## config.mk

```make
export PLATFORM = sky130hd
export DESIGN_NAME = dec3x8_pipe
export DESIGN_NICKNAME = d
export VERILOG_FILES = /design/src/rtl/dec3x8_pipe_pkg.sv /design/src/rtl/dec3x8_pipe_skid_buf2.sv /design/src/rtl/dec3x8_pipe.sv
export SDC_FILE = /design/constraint.sdc
export NUM_CORES = 1
export LEC_CHECK = 0
export CAP_MARGIN = 20
export CORE_ASPECT_RATIO = 1.25
export CORE_UTILIZATION = 46
export CTS_CLUSTER_DIAMETER = 50
export CTS_CLUSTER_SIZE = 24
export DETAILED_ROUTE_END_ITERATION = 10
export GPL_ROUTABILITY_DRIVEN = 0
export PLACE_DENSITY = 0.86
export SLEW_MARGIN = 0
export SYNTH_ARGS = -nofsm -noshare
export SYNTH_HDL_FRONTEND = slang
export SYNTH_SLANG_ARGS = --single-unit
export TNS_END_PERCENT = 10
```

## constraint.sdc

```tcl
create_clock -name clk -period 1.5 [get_ports clk]
set_clock_uncertainty 0.15 [all_clocks]
set_input_delay 0.225 -clock clk [delete_from_list [all_inputs] [get_ports clk]]
set_output_delay 0.225 -clock clk [all_outputs]
set_load 0.01 [all_outputs]
```

## src/rtl/dec3x8_pipe_pkg.sv

```systemverilog
// Shared types and helpers for the code/one-hot encoder and decoder blocks.
// Holds the default code width, the skid occupancy state type and the decode function.
package dec3x8_pipe_pkg;

   localparam int unsigned DEF_W = 3;
   localparam int unsigned MAX_W = 8;
   localparam int unsigned MAX_N = 2 ** MAX_W;

   typedef enum logic [1:0] {
      EMPTY = 2'd0,
      ONE   = 2'd1,
      TWO   = 2'd2
   } occ_e;

   // Wide enough for any block up to MAX_W; callers keep the low 2**W bits.
   function automatic logic [MAX_N-1:0] onehot_of(input logic [MAX_W-1:0] code,
                                                 input logic             any);
      logic [MAX_N-1:0] w_word;
      w_word = '0;
      if (any) begin
         w_word[code] = 1'b1;
      end
      return w_word;
   endfunction

endpackage

```

## src/rtl/dec3x8_pipe_skid_buf2.sv

```systemverilog
// Generic 2-entry valid/ready skid buffer with registered ready and output paths.
// The output register always holds the oldest word; the skid register holds the second.
module dec3x8_pipe_skid_buf2
   import dec3x8_pipe_pkg::*;
#(
   parameter int unsigned DW = 8
) (
   input  logic          clk,
   input  logic          rst_n,
   input  logic          in_valid,
   output logic          in_ready,
   input  logic [DW-1:0] in_data,
   output logic          out_valid,
   input  logic          out_ready,
   output logic [DW-1:0] out_data
);

   occ_e          r_state;
   occ_e          w_state_d;
   logic [DW-1:0] r_out_data;
   logic [DW-1:0] w_out_data_d;
   logic [DW-1:0] r_skid_data;
   logic [DW-1:0] w_skid_data_d;
   logic          r_out_valid;
   logic          r_in_ready;
   logic          w_push;
   logic          w_pop;

   assign w_push = in_valid & r_in_ready;
   assign w_pop  = r_out_valid & out_ready;

   always_comb begin
      w_state_d     = r_state;
      w_out_data_d  = r_out_data;
      w_skid_data_d = r_skid_data;
      unique case (r_state)
         EMPTY: begin
            if (w_push) begin
               w_out_data_d = in_data;
               w_state_d    = ONE;
            end
         end
         ONE: begin
            if (w_push && w_pop) begin
               w_out_data_d = in_data;
            end else if (w_pop) begin
               w_state_d = EMPTY;
            end else if (w_push) begin
               w_skid_data_d = in_data;
               w_state_d     = TWO;
            end
         end
         TWO: begin
            if (w_pop) begin
               w_out_data_d = r_skid_data;
               w_state_d    = ONE;
            end
         end
         default: begin
            w_state_d = EMPTY;
         end
      endcase
   end

   // Ready and valid are flopped from the next state so neither port sees a comb path.
   always_ff @(posedge clk or negedge rst_n) begin
      if (!rst_n) begin
         r_state     <= EMPTY;
         r_out_data  <= '0;
         r_skid_data <= '0;
         r_out_valid <= 1'b0;
         r_in_ready  <= 1'b0;
      end else begin
         r_state     <= w_state_d;
         r_out_data  <= w_out_data_d;
         r_skid_data <= w_skid_data_d;
         r_out_valid <= (w_state_d != EMPTY);
         r_in_ready  <= (w_state_d != TWO);
      end
   end

   assign in_ready  = r_in_ready;
   assign out_valid = r_out_valid;
   assign out_data  = r_out_data;

endmodule

```

## src/rtl/dec3x8_pipe.sv

```systemverilog
// Registered, flow-controlled binary-to-one-hot decoder with a saturating handshake counter.
// Decode happens ahead of the skid so buffered entries are already one-hot words.
module dec3x8_pipe
   import dec3x8_pipe_pkg::*;
#(
   parameter  int unsigned W     = DEF_W,
   parameter  int unsigned CNT_W = 16,
   localparam int unsigned N     = 2 ** W
) (
   input  logic             clk,
   input  logic             rst_n,
   input  logic             in_valid,
   output logic             in_ready,
   input  logic [W-1:0]     in_code,
   input  logic             in_any,
   output logic             out_valid,
   input  logic             out_ready,
   output logic [N-1:0]     out_onehot,
   output logic [CNT_W-1:0] out_cnt
);

   logic [MAX_W-1:0] w_code_ext;
   logic [MAX_N-1:0] w_dec_full;
   logic [N-1:0]     w_dec;
   logic             w_out_valid;
   logic [CNT_W-1:0] r_cnt;
   logic [CNT_W-1:0] w_cnt_d;

   assign w_code_ext = MAX_W'(in_code);
   assign w_dec_full = onehot_of(w_code_ext, in_any);
   assign w_dec      = w_dec_full[N-1:0];

   if (N < MAX_N) begin : g_unused_dec
      logic w_unused_dec;
      assign w_unused_dec = ^w_dec_full[MAX_N-1:N];
   end

   dec3x8_pipe_skid_buf2 #(
      .DW (N)
   ) u_skid (
      .clk       (clk),
      .rst_n     (rst_n),
      .in_valid  (in_valid),
      .in_ready  (in_ready),
      .in_data   (w_dec),
      .out_valid (w_out_valid),
      .out_ready (out_ready),
      .out_data  (out_onehot)
   );

   always_comb begin
      w_cnt_d = r_cnt;
      if (w_out_valid && out_ready && (r_cnt != {CNT_W{1'b1}})) begin
         w_cnt_d = r_cnt + 1'b1;
      end
   end

   always_ff @(posedge clk or negedge rst_n) begin
      if (!rst_n) begin
         r_cnt <= '0;
      end else begin
         r_cnt <= w_cnt_d;
      end
   end

   assign out_valid = w_out_valid;
   assign out_cnt   = r_cnt;

endmodule

```

==> results of run 1 <==
[how the worst max path moves through the flow]
stage	from	end	slack (ps)
2_1_floorplan	out_cnt[0]	out_cnt[1]	-190
3_3_place_gp	out_ready	out_cnt[13]	-270
3_5_place_dp	out_ready	out_cnt[15]	-310
4_1_cts	out_cnt[0]	out_cnt[1]	-120
5_1_grt	out_cnt[0]	out_cnt[5]	-170
6_report	out_cnt[0]	out_cnt[1]	-120
[power groups by stage]
stage                     clock network (mW)  registers (mW)  logic, mW
after global placement                     0            1.49       1.75
after CTS                              0.724            1.47       1.76
after detailed placement                   0            1.50       1.82
after global routing                   0.774            1.50       2.00
final                                  0.710            1.47       1.83
after floorplan                            0            1.63      0.692
[timing repair]
action	4_1_cts	5_1_grt
resized for setup	28	21
pin swaps	4	13
buffers inserted	3	1
setup endpoints to repair	45	39
[cell usage after synthesis (2+ instances only)]
library cell,number,share of area
nor2_1,13,0.027
mux2_2,2,0.012
mux2_1,7,0.043
nor3_1,4,0.011
xnor2_1,12,0.058
nand3_1,4,0.011
and4_4,2,0.012
and2_1,2,0.0069
a31oi_1,8,0.028
o21ai_1,6,0.017
nand2_1,25,0.052
nand2_2,2,0.0069
xor2_1,2,0.0096
nor4bb_1,2,0.011
nor3b_1,3,0.012
inv_1,3,0.0062
nand4_1,4,0.014
dfrtp_1,36,0.50
buf_2,2,0.0055
[registers in the layout, indices dropped and copies added (netlist names)]
signal              cells
u_skid.out_valid        1
out_cnt                16
u_skid.r_state          2
u_skid.out_data         8
u_skid.r_skid_data      8
u_skid.in_ready         1
[cells by family after synthesis]
| kind of cell | count (synthesis) |
|---|---|
| AO/OA/AOI/OAI | 22 |
| XOR/XNOR | 14 |
| adder cells (fa/ha/maj) | 1 |
| buffers and inverters | 7 |
| flip-flops | 36 |
| multiplexers | 10 |
| AND/OR/NAND/NOR | 75 |
[area by class of cell]
cell class	count	area [µm²]	share of cell area
Clock buffer	6	82.6	0.0309
Clock inverter	2	10.0	0.00374
Inverter	3	11.3	0.00421
Multi-Input combinational cell	122	955	0.357
Sequential cell	36	901	0.337
Tap cell	54	67.6	0.0253
Timing Repair Buffer	74	648	0.242
[through the flow]
stage               setup slack [ps]   util  setup TNS (ps)
CTS                             -124  0.685           -1060
detailed placement              -305  0.660           -7500
global placement                -274  0.660           -6730
global route                    -172  0.707           -2010
floorplan                       -185      -           -1000
finish                          -115  0.707            -617
[worst max-delay path, stage by stage, from the launching register on]
cell and delay [ps]:
dfrtp_1 360, ha_2 210, and2_4 180, nand4_4 110, o21ai_4 190, mux2_4 310
[routing by layer]
layer,wire length (µm),track usage,share of wire
met1,1620,0.258,0.41
met2,2180,0.387,0.54
met3,144,0.0535,0.036
met4,58,0.0741,0.014
met5,0,0,0
[placed cells by master (no fill, tap or decap), drive strengths merged, types with 3 or more instances in the layout]
master / instances
buf: 41
dfrtp: 36
nand2: 27
dlygate4sd2: 19
nor2: 13
xnor2: 12
mux2: 9
a31oi: 8
o21ai: 8
clkdlybuf4s15: 7
clkbuf: 6
clkdlybuf4s50: 5
nand4: 5
nand3: 5
nor3b: 4
nor3: 4
inv: 3
and2: 3
==> flow_summary.ini, run 1 <==
[logic_synthesis]
synthSimpleGateAreaFrac = 0.257
synthDistinctLibCells = 45
ys.warnings.count = 0
yosys-mux-area-fraction = 0.0613
synth_compound_area_frac = 0.0916
synthCells = 165
synth_top_family_by_area = simple AND/OR/NAND/NOR gates
synth-xor-area-share = 0.0675
avgSynthCellArea_um2 = 11.0
yosys_register_bits = 36
synth-adder-area-share = 0.00689
synth-async-reset-ratio = 1.00
seq_area_frac_synth = 0.496
syn_area_um2 = 1820
synth_edf_count = 0
ys.flop_type = dfrtp_1
syn_nets = 174

[floorplanning]
core_area_um2 = 3780
initial_core_util = 0.480
ios = 34
dieArea_um2 = 4210
die_height_um = 72.3
rows = 25
die_w_um = 58.2

[finish]
stdcell_count = 297
stdcell_area_um2 = 2680
drive_gt1_frac = 0.325
areaGrowthSynthToFinish_pct = 47.2
fill_cells = 278
antenna-diode-count = 0
fin_nets = 251

[detailed_routing]
firstDrtPassIters = 4
vias = 1534
viasPerCell = 5.16
drt-initial-drc-count = 46
ant_nets = 0
wire_per_inst_um = 13.5
wirelength_mm = 4.00
drc_errors = 0

[pwr]
comb_power_share = 0.456
power_density_nw_per_um2 = 1500
leakagePower_nw = 1.22
peakVddDrop_uv = 1050
switchingPower_mw = 1.41
p_total_mw = 4.01
clkPwrFrac = 0.177
netSwitchingFraction = 0.353
intPower_mw = 2.59
p_seq_frac = 0.367

[sta]
rsz0062_at_grt = yes
tightest_slew_ps = 337
fmax_mhz = 619
slew_violations = 0
finalHoldViolations = 0
setup_viol = 13
slew_headroom = 0.772
whs_ps = 162
finalCritPeriodShare = 1.08
fin_crit_ps = 1620
fin_ws_ps = -115

[worst_setup_path]
reg2reg_depth = 5
start_kind = flip-flop
path_max_fanout = 3
r2r_end = out_cnt[1]
crit_path_end_kind = flip-flop
rr_startpoint = out_cnt[0]
crit_type = flip-flop to flip-flop
cp.arrival_ps = 1640
r2r_slack_ps = -120
cp.required_ps = 1520

[global_route]
antenna_found_initial = 0
track_usage = 0.219
grt_pass1_vias = 1542
grt_max_degree = 37
grt_pass1_wl_mm = 6.88
overflow = 0

[cts]
clk_pin_slew_worst_paths_ps = 70
cts_buffer_depth = 2
cts_tree = built
cts_buffers = 5
htree_levels = 2
cts.sinks = 36
cts_hold_buf = 0
cts-root-buf = clkbuf_8
clkLatencyLatePin_ps = 290

[placed_design]
dp.cells = 285
portBuffers = 33
placed_area_um2 = 2500
place_hpwl_mm = 2.93

[outcome]
status = complete, but fails checks
violations = setup timing

[job]
maxCapViolCount = 0

[min_path]
hold_class = input port to async pin
Note: power is estimated with default switching activity, not from simulation.
==> run 2: changes to the inputs <==
--- a/config.mk
+++ b/config.mk
@@ -5,9 +5,10 @@
 export SDC_FILE = /design/constraint.sdc
 export NUM_CORES = 1
 export LEC_CHECK = 0
+export ABC_AREA = 1
 export CAP_MARGIN = 20
 export CORE_ASPECT_RATIO = 1.25
-export CORE_UTILIZATION = 46
+export CORE_UTILIZATION = 47
 export CTS_CLUSTER_DIAMETER = 50
 export CTS_CLUSTER_SIZE = 24
 export DETAILED_ROUTE_END_ITERATION = 10
@@ -17,4 +18,3 @@
 export SYNTH_ARGS = -nofsm -noshare
 export SYNTH_HDL_FRONTEND = slang
 export SYNTH_SLANG_ARGS = --single-unit
-export TNS_END_PERCENT = 10
==> run 2 against run 1 <==
First-iteration DRC count rose to 3.8 times the previous value; routed wire length up 63%; utilization up 7.7 points; cell area up 13%; sequential cell count unchanged; global-route usage up 7.4 points; largest cell class unchanged; clock-buffer cell count down 1; the run still ends with setup timing left; setup slack worse by 24 ps; total power up 21%; largest power group unchanged; critical endpoint is now out_cnt[11]; combinational power up 37%; critical path depth up 4.
==> flow_summary.ini, run 2 <==
[logic_synthesis]
synthDistinctLibCells = 21
yosysTopAreaCell = dfrtp_1
yosys_register_bits = 36
ys.flop_type = dfrtp_1
seq_area_frac_synth = 0.467
synth_area_leaders = dfrtp_1 (47%), nand2_1 (19%), nor2_1 (6.0%), inv_1 (4.9%), nand3_1 (4.2%)
synth_most_common_cell = nand2_1
ys.warnings.count = 0
syn_nets = 264
syn_area_um2 = 1930
synth_common_cells = nand2_1 (96), dfrtp_1 (36), nor2_1 (31)
avgSynthCellArea_um2 = 7.56
synth_edf_count = 0
yosysTopAreaCellShare = 0.467
synth-async-reset-ratio = 1.00
synthCells = 255

[detailed_routing]
drc_errors = 0
firstDrtPassIters = 5
viasPerCell = 5.54
vias = 2199
wirelength_mm = 6.54
drt-initial-drc-count = 176
wire_per_inst_um = 16.5
ant_nets = 0

[outcome]
status = complete, but fails checks
violations = setup timing

[sta]
slew_violations = 0
whs_ps = 147
finalCritPeriodShare = 1.09
slew_headroom = 0.808
setup-tns-final_ps = -1550
setup_viol = 16
fin_crit_ps = 1640
fin_ws_ps = -139
fmax_mhz = 610
rsz0062_at_grt = yes
finalHoldViolations = 0
tightest_slew_ps = 287

[floorplanning]
die_w_um = 59.3
core_area_um2 = 3850
rows = 25
die_height_um = 73.6
dieArea_um2 = 4360
initial_core_util = 0.501
ios = 34

[job]
maxCapViolCount = 0

[cts]
cts-root-buf = clkbuf_8
clk_pin_slew_worst_paths_ps = 80
cts_hold_buf = 0
htree_levels = 2
cts.sinks = 36
cts_buffers = 5
cts_buffer_depth = 2
clkLatencyLatePin_ps = 300
cts_tree = built

[worst_setup_path]
crit_chain = buf_4 > nand2_1 > nor2_1 > buf_4 > nand3_1 > nand2_1 > nand2_1 > nand2_2 > o21ai_2
cp.arrival_ps = 1680
path_max_fanout = 4
cpMostUsedCell = nand2_1
critical-path-max-stage-delay_ps = 350
crit_type = flip-flop to flip-flop
start_kind = flip-flop
crit_path_end_kind = flip-flop
cp.required_ps = 1540
slowest_stage = dfrtp_1

[placed_design]
place_ws_ps = -183
dp.cells = 360
place_hpwl_mm = 3.18
placed_area_um2 = 2480
portBuffers = 33

[global_route]
use_met3 = 0.0546
grtUsageMet1 = 0.299
top_usage_layer = met2
overflow = 0
grt_pass1_vias = 2176
use_met2 = 0.529
track_usage = 0.293
grt_max_degree = 37
grt_pass1_wl_mm = 9.47
antenna_found_initial = 0

[finish]
postLayoutCoreUtil = 0.784
largest_reg_flops = 16
stdcell_area_um2 = 3020
stdcell_count = 397
fin_nets = 351
final_common_cell = nand2_1
areaGrowthSynthToFinish_pct = 56.4
layout_common_cells = nand2_1 (84), buf_4 (43), dfrtp_1 (34)
drive_gt1_frac = 0.329
antenna-diode-count = 0

[pwr]
power_density_nw_per_um2 = 1600
leakagePower_nw = 1.52
p_total_mw = 4.84
peakVddDrop_uv = 1040

[min_path]
hold_class = input port to async pin
-- run 2: cell count changes after synthesis, moves of 8 or more --
cell	before	now
inv_1	3	25
nand2_1	25	96
xnor2_1	12	0
nand3_1	4	16
a31oi_1	8	0
nor2_1	13	31
-- run 2: cell type report --
| type | count | area [µm²] |
|---|---|---|
| Multi-Input combinational cell | 190 | 1130 |
| Tap cell | 54 | 67.6 |
| Timing Repair Buffer | 83 | 701 |
| Clock inverter | 3 | 42.5 |
| Fill cell | 262 | 832 |
| Clock buffer | 5 | 68.8 |
| Inverter | 26 | 101 |
| Sequential cell | 36 | 903 |
-- run 2: where the power goes --
| part | switching, mW | leakage [nW] | internal [mW] |
|---|---|---|---|
| Sequential | 0.195 | 0.477 | 1.28 |
| Clock | 0.379 | 0.0541 | 0.492 |
| Combinational | 1.42 | 0.991 | 1.08 |
| Total | 1.99 | 1.52 | 2.85 |
-- run 2: critical path, delay by kind of cell, from the launching register on --
| kind | cells | cell delay, ps |
|---|---|---|
| AO/OA/AOI/OAI | 1 | 50 |
| flip-flops | 1 | 350 |
| AND/OR/NAND/NOR | 6 | 680 |
| buffers and inverters | 2 | 320 |
-- run 2: final timing paths --
kind / start / to / slack (ps) / depth (start not counted)
worst max-delay path: out_cnt[3] / out_cnt[11] / -140 / 9
worst min-delay path: rst_n / out_cnt[6] / 150 / 2
worst max register to register: out_cnt[3] / out_cnt[11] / -140 / 9
worst min register to register: u_skid.out_data[2] / u_skid.out_data[2] / 330 / 2
max in group asynchronous: rst_n / out_cnt[9] / 840 / 2
min in group clk: u_skid.out_data[2] / u_skid.out_data[2] / 330 / 2
-- run 2: cell families (layout without fill, tap and decap cells) --
logic type               count (synthesis)  in the layout  share of synthesized area
adder cells (fa/ha/maj)                  1              1                    0.00649
AND/OR/NAND/NOR                        154            157                      0.332
flip-flops                              36             36                      0.467
buffers and inverters                   32            117                     0.0727
XOR/XNOR                                 8              8                     0.0363
AO/OA/AOI/OAI                           24             24                     0.0857
-- run 2: timing repair --
action | in CTS | in global routing
setup endpoints to repair | 42 | 35
pin swaps | 13 | 11
resized for setup | 52 | 38
buffers inserted | 17 | 9
endpoints found under the hold margin | 0 | 0
cloned | 4 | 0
-- run 2: routing by layer --
| layer | vias to the layer above | part of all wire |
|---|---|---|
| met5 | - | 0 |
| met3 | 42 | 0.056 |
| met4 | 0 | 0.051 |
| li1 | 976 | - |
| met2 | 143 | 0.54 |
| met1 | 1038 | 0.36 |
